==> src/rtl/muldiv_hilo_ctrl.sv <==
// muldiv_hilo_ctrl: multi-cycle multiply/divide sequencer owning HI/LO.
// Shift-add multiply and restoring divide, WIDTH iterations, one sign-fixup
// cycle, then a one-cycle DONE that presents the freshly committed HI/LO.
// Optional feature: define MULDIV_ABORT_EN to add an `abort` input that
// cancels an operation in RUN/FIX without touching HI/LO or div_zero.
//
// Handshake: an operation is accepted on a rising edge where start & ready
// is high; ready is high in IDLE and DONE, busy in RUN and FIX; done is a
// single-cycle pulse in DONE with outHI/outLO already holding the result.
module muldiv_hilo_ctrl #(
    parameter int WIDTH = 32
) (
    input  logic             clk,
    input  logic             reset_n,
    input  logic             start,
    input  logic             op_div,
    input  logic             is_signed,
    input  logic [WIDTH-1:0] A,
    input  logic [WIDTH-1:0] B,
    input  logic             mthi,
    input  logic             mtlo,
    input  logic [WIDTH-1:0] wdata,
`ifdef MULDIV_ABORT_EN
    input  logic             abort,
`endif
    output logic             ready,
    output logic             busy,
    output logic             done,
    output logic             div_zero,
    output logic [WIDTH-1:0] outHI,
    output logic [WIDTH-1:0] outLO
);

    localparam int CW = (WIDTH > 1) ? $clog2(WIDTH) : 1;

    typedef enum logic [1:0] {S_IDLE, S_RUN, S_FIX, S_DONE} state_t;

    state_t           state_q, state_d;
    logic [CW-1:0]    cnt_q, cnt_d;
    logic [WIDTH-1:0] rem_q, rem_d;     // mult: upper accumulator, div: partial remainder
    logic [WIDTH-1:0] quo_q, quo_d;     // mult: multiplier/low product, div: dividend/quotient
    logic [WIDTH-1:0] aop_q, aop_d;     // mult: |multiplicand|, div: |divisor|
    logic [WIDTH-1:0] araw_q, araw_d;   // raw dividend for the divide-by-zero HI value
    logic             div_q, div_d;
    logic             neg_q, neg_d;     // product / quotient needs negation
    logic             rneg_q, rneg_d;   // remainder takes the dividend's sign
    logic             bz_q, bz_d;       // divisor was zero
    logic [WIDTH-1:0] hi_q, hi_d;
    logic [WIDTH-1:0] lo_q, lo_d;
    logic             dz_q, dz_d;

    logic             abort_w;
    logic             accept;

`ifdef MULDIV_ABORT_EN
    assign abort_w = abort;
`else
    assign abort_w = 1'b0;
`endif

    assign accept = start & ready;

    // State and datapath registers, async active-low reset
    always_ff @(posedge clk or negedge reset_n) begin
        if (!reset_n) begin
            state_q <= S_IDLE;
            cnt_q   <= '0;
            rem_q   <= '0;
            quo_q   <= '0;
            aop_q   <= '0;
            araw_q  <= '0;
            div_q   <= 1'b0;
            neg_q   <= 1'b0;
            rneg_q  <= 1'b0;
            bz_q    <= 1'b0;
            hi_q    <= '0;
            lo_q    <= '0;
            dz_q    <= 1'b0;
        end else begin
            state_q <= state_d;
            cnt_q   <= cnt_d;
            rem_q   <= rem_d;
            quo_q   <= quo_d;
            aop_q   <= aop_d;
            araw_q  <= araw_d;
            div_q   <= div_d;
            neg_q   <= neg_d;
            rneg_q  <= rneg_d;
            bz_q    <= bz_d;
            hi_q    <= hi_d;
            lo_q    <= lo_d;
            dz_q    <= dz_d;
        end
    end

    // Next-state logic
    always_comb begin
        state_d = state_q;
        case (state_q)
            S_IDLE: if (accept) state_d = S_RUN;
            S_RUN: begin
                if (abort_w)            state_d = S_IDLE;
                else if (cnt_q == '0)   state_d = S_FIX;
            end
            S_FIX:  state_d = abort_w ? S_IDLE : S_DONE;
            S_DONE: state_d = accept ? S_RUN : S_IDLE;
            default: state_d = S_IDLE;
        endcase
    end

    // Status outputs decoded from state
    always_comb begin
        ready    = (state_q == S_IDLE) || (state_q == S_DONE);
        busy     = (state_q == S_RUN)  || (state_q == S_FIX);
        done     = (state_q == S_DONE);
        div_zero = dz_q;
        outHI    = hi_q;
        outLO    = lo_q;
    end

    // Datapath: operand capture, iteration, sign fixup / commit, mthi/mtlo
    always_comb begin
        logic             sa, sb;
        logic [WIDTH-1:0] a_abs, b_abs;
        logic [WIDTH:0]   sum, shifted, diff;
        logic [2*WIDTH-1:0] prod;

        cnt_d  = cnt_q;
        rem_d  = rem_q;
        quo_d  = quo_q;
        aop_d  = aop_q;
        araw_d = araw_q;
        div_d  = div_q;
        neg_d  = neg_q;
        rneg_d = rneg_q;
        bz_d   = bz_q;
        hi_d   = hi_q;
        lo_d   = lo_q;
        dz_d   = dz_q;

        sa      = is_signed & A[WIDTH-1];
        sb      = is_signed & B[WIDTH-1];
        a_abs   = sa ? -A : A;
        b_abs   = sb ? -B : B;
        sum     = {1'b0, rem_q} + (quo_q[0] ? {1'b0, aop_q} : '0);
        shifted = {rem_q, quo_q[WIDTH-1]};
        diff    = shifted - {1'b0, aop_q};
        prod    = {rem_q, quo_q};

        if (accept) begin
            cnt_d  = CW'(WIDTH - 1);
            rem_d  = '0;
            quo_d  = op_div ? a_abs : b_abs;
            aop_d  = op_div ? b_abs : a_abs;
            araw_d = A;
            div_d  = op_div;
            neg_d  = sa ^ sb;
            rneg_d = sa;
            bz_d   = op_div & (B == '0);
            dz_d   = 1'b0;
        end else if (state_q == S_RUN && !abort_w) begin
            cnt_d = cnt_q - 1'b1;
            if (div_q) begin
                // Restoring step: keep the subtraction only when it does not borrow
                if (!diff[WIDTH]) begin
                    rem_d = diff[WIDTH-1:0];
                    quo_d = {quo_q[WIDTH-2:0], 1'b1};
                end else begin
                    rem_d = shifted[WIDTH-1:0];
                    quo_d = {quo_q[WIDTH-2:0], 1'b0};
                end
            end else begin
                // Shift-add step: carry of the add shifts into the accumulator
                rem_d = sum[WIDTH:1];
                quo_d = {sum[0], quo_q[WIDTH-1:1]};
            end
        end else if (state_q == S_FIX && !abort_w) begin
            if (div_q) begin
                if (bz_q) begin
                    lo_d = '1;
                    hi_d = araw_q;
                    dz_d = 1'b1;
                end else begin
                    lo_d = neg_q  ? -quo_q : quo_q;
                    hi_d = rneg_q ? -rem_q : rem_q;
                end
            end else begin
                if (neg_q) prod = -prod;
                hi_d = prod[2*WIDTH-1:WIDTH];
                lo_d = prod[WIDTH-1:0];
            end
        end

        // Register moves only when idle-ready and not starting; start wins
        if (ready && !start) begin
            if (mthi) hi_d = wdata;
            if (mtlo) lo_d = wdata;
        end
    end

endmodule

==> config.mk <==
export PLATFORM = sky130hd
export DESIGN_NAME = muldiv_hilo_ctrl
export DESIGN_NICKNAME = d
export VERILOG_FILES = /design/src/rtl/muldiv_hilo_ctrl.sv
export SDC_FILE = /design/constraint.sdc
export NUM_CORES = 1
export LEC_CHECK = 0
export BUFFER_PORTS_ARGS = -buffer_cell sky130_fd_sc_hd__buf_2
export CAP_MARGIN = 20
export CORE_UTILIZATION = 61
export DETAILED_ROUTE_END_ITERATION = 16
export PLACE_DENSITY = 0.82
export SLEW_MARGIN = 20
export SYNTH_ARGS = -nofsm -noshare
export SYNTH_HDL_FRONTEND = slang
export SYNTH_SLANG_ARGS = --single-unit
export TNS_END_PERCENT = 30
==> constraint.sdc <==
create_clock -name clk -period 4.4 [get_ports clk]
set_clock_uncertainty 0.2 [all_clocks]
set_input_delay 0.22 -clock clk [delete_from_list [all_inputs] [get_ports clk]]
set_output_delay 0.22 -clock clk [all_outputs]
set_load 0.01 [all_outputs]
==> results.md <==
- Pre-antenna DRT Iters: 8
- Status: finished clean
- Syn_nets: between 2000 and 3000
- Synth async-reset ratio: 1.00
- Cell count after placement: roughly 2800
- Post-synthesis cell type count: 90
- Number of synthesized flops with an enable pin: 0
- Dpl ws: around 520 ps
- Iteration-0 DRC Markers: around 3400
- GR Util All Layers: 0.473
- Reg area: 5110 sq um
- Reg2Reg Launch Point: quo_q[0]
- Top post-synthesis cells by area: dfrtp_1 (29%), nand2_1 (7.7%), o21ai_0 (7.2%), xnor2_1 (5.7%), ha_1 (5.2%)
- Top delay family on crit path: simple AND/OR/NAND/NOR gates
- Final hold slack: 13.6 ps
- Drt wl/cell: approximately 25 microns
- Worst skew pair latency: around 560 ps
- Initial Util: 0.622
- Mean post-synth cell area: around 7.6 sq um
- IO Port Bufs: 170
- Tcrit/Tclk final: 0.905
- Fin cells: 2928
- Critical hold path startpoint: B[1]
- GR Overflow Total: 0
- Syn Inst Count: between 2000 and 2500
- DIE AREA: approximately 30000 sq um
- Die height: 173 microns
- Fin. Hold Viols: 0
- WP data required: about 4700 ps
- CTS tree: built
- Post-synth top area cell: dfrtp_1
- DRC viols: 0
- Row count: 62
- Initial antenna violation count: 3
- Area of the multi-input gates: approximately 12000 sq um
- Leakage: approximately 9 nW
- Post-place instance area: ~19000 sq um
- Most common cell after layout, fill and taps aside: nand2_1
- Fin. max-slew vios: 0
- CP max stage delay: a little under 700 ps
- Vias in the first global route: 18602
- Max-cap viol count: 0
- Worst-margin pin slew: 1070 ps
- Layout area overhead: 16.1%
- Synthesis Warnings: 0
- Final instance area: just over 20000 sq um
- Die X: 173 microns
- CP max FO: 5
- Top cell type's share of synthesized area: 0.285
- DRT antenna net count: 0
- Final setup margin: 419 ps
- Fin crit period: around 4000 ps
- RSZ-0062 raised after global routing: no
- Top_reg_cell synth: dfrtp_1
- Endpoint type of the worst setup path: flop
- Commonest non-fill, non-tap cells in the layout: nand2_1 (367), o21ai_0 (259), dfrtp_1 (202), buf_2 (169), a21oi_1 (166)
- CTS H-tree depth: 1
- VDD IR-drop max: just under 500 uV
- Crit path cell chain: dlygate4sd3_1 > buf_2 > nor4_1 > nand3_1 > nor3_1 > and2_1 > nand2_1 > nand2_1 > nand3_1 > dlygate4sd3_1 > a31oi_1 > dlygate4sd3_1
- Ports: between 150 and 200
- Crit path top cell by count: dlygate4sd3_1
- TritonCTS Buffers: 25
- CTS Sinks: slightly above 200
- Clock root buffer: clkbuf_16
- Fill count: 2153
- Gpl congestion: 1.00
- Nets: roughly 2700
- Critical Path AT: between 4000 and 5000 ps
- Hold Path Class: in2reg
- Clk slew on worst S/H paths: approximately 60 ps
- Worst rel slew slack: 0.285
- Slowest CP cell: nor4_1
- Via density: between 6 and 7
- CP bufs+invs: 4
- Pin count of the biggest net entering global routing: 92
- Synthesized area: approximately 18000 sq um
- Via count: ~20000
- Hpwl dp: between 50000 and 60000 microns
- Yosys reg bits: 204
- Startpoint Class: primary input
- Pwr dens: 806 nW/um^2
- Core ar.: around 29000 sq um
- Crit Path Class: in2reg
- Fmax: between 200 and 300 MHz
- Drt total wl: approximately 72000 microns
- CTS max path bufs: 3
- Post-Route Setup TNS: 0 ps
- Final setup violation count: 0
- Register area share after synthesis: 0.285
- Crit path launch: B[4]
- Share of cells above drive strength 1: 0.124
- First-pass GRT wire length: between 100000 and 150000 microns
- Post CTS Setup Buffer Count: 0
## tightest hold or removal path, stage by stage
cell	delay, ps
buf_2	120
nand2_1	80
nand3_1	100
o21ai_0	110
o21ai_0	80
## cell families after synthesis
kind of cell,Yosys count,synth area share
AO/OA/AOI/OAI,760,0.265
flip-flops,204,0.285
adder cells (fa/ha/maj),76,0.0540
buffers and inverters,249,0.0539
multiplexers,67,0.0376
AND/OR/NAND/NOR,803,0.209
XOR/XNOR,193,0.0945
## repair_timing
action | CTS | global route
gates resized for setup | 0 | 0
hold buffers | 92 | 0
endpoints found under the hold margin | 201 | 0
## state kept, by name, indices dropped and copies added, names as in the netlist
signal,count
quo_q,32
cnt_q,5
div_zero,1
div_q,1
aop_q,32
araw_q,32
outLO,32
state_q,2
rem_q,32
outHI,32
rneg_q,1
neg_q,1
bz_q,1
## worst paths after layout
path | depth (start not counted) | slack (ps) | to
worst max-delay path | 12 | 420 | aop_q[31]
worst min-delay path | 5 | 10 | aop_q[1]
worst max register to register | 12 | 450 | rem_q[26]
worst min register to register | 2 | 280 | araw_q[29]
max in group asynchronous | 3 | 2760 | neg_q
min in group asynchronous | 2 | 70 | outLO[8]
## cells in the mapped netlist, types with 12 or more instances
master,number
a211oi_1,21
a21o_1,35
a21oi_1,166
a31oi_1,26
and2_1,14
and3_1,22
buf_1,18
buf_2,12
clkbuf_1,145
dfrtp_1,204
ha_1,74
inv_1,69
mux2i_1,66
nand2_1,368
nand3_1,63
nand4_1,15
nor2_1,158
nor3_1,47
o211ai_1,54
o21ai_0,259
o221ai_1,14
o22ai_1,27
o31ai_1,40
o41ai_1,13
or3_1,30
or4_1,14
xnor2_1,116
xor2_1,77
## metal layers
metal | GRT usage | part of all wire
met5 | 0 | 0
met4 | 0.279 | 0.073
met3 | 0.116 | 0.14
met2 | 0.683 | 0.41
met1 | 0.644 | 0.38
## report_power, final
group / internal [W] / switching (W) / leakage (nW) / total (W)
Sequential: 0.00278 / 0.00114 / 2.49 / 0.00393
Combinational: 0.00389 / 0.00685 / 6.30 / 0.0107
Clock: 0.00115 / 0.000936 / 0.400 / 0.00209
## cell type report
class,instances,area share
repair buffers,324,0.109
flip-flops and latches,204,0.246
diodes,1,0.000120
clock buffers,29,0.0318
inverters,71,0.0128
well taps,384,0.0231
multi-input cells,1899,0.570
clock inverters,16,0.00699
## through the flow
stage,util,power [W]
3_3_place_gp,0.662,0.0137
6_report,0.722,0.0167
4_1_cts,0.722,0.0162
2_1_floorplan,-,0.0106
3_5_place_dp,0.662,0.0140
5_1_grt,0.722,0.0176
No activity file was read; power rests on OpenSTA's default activity.
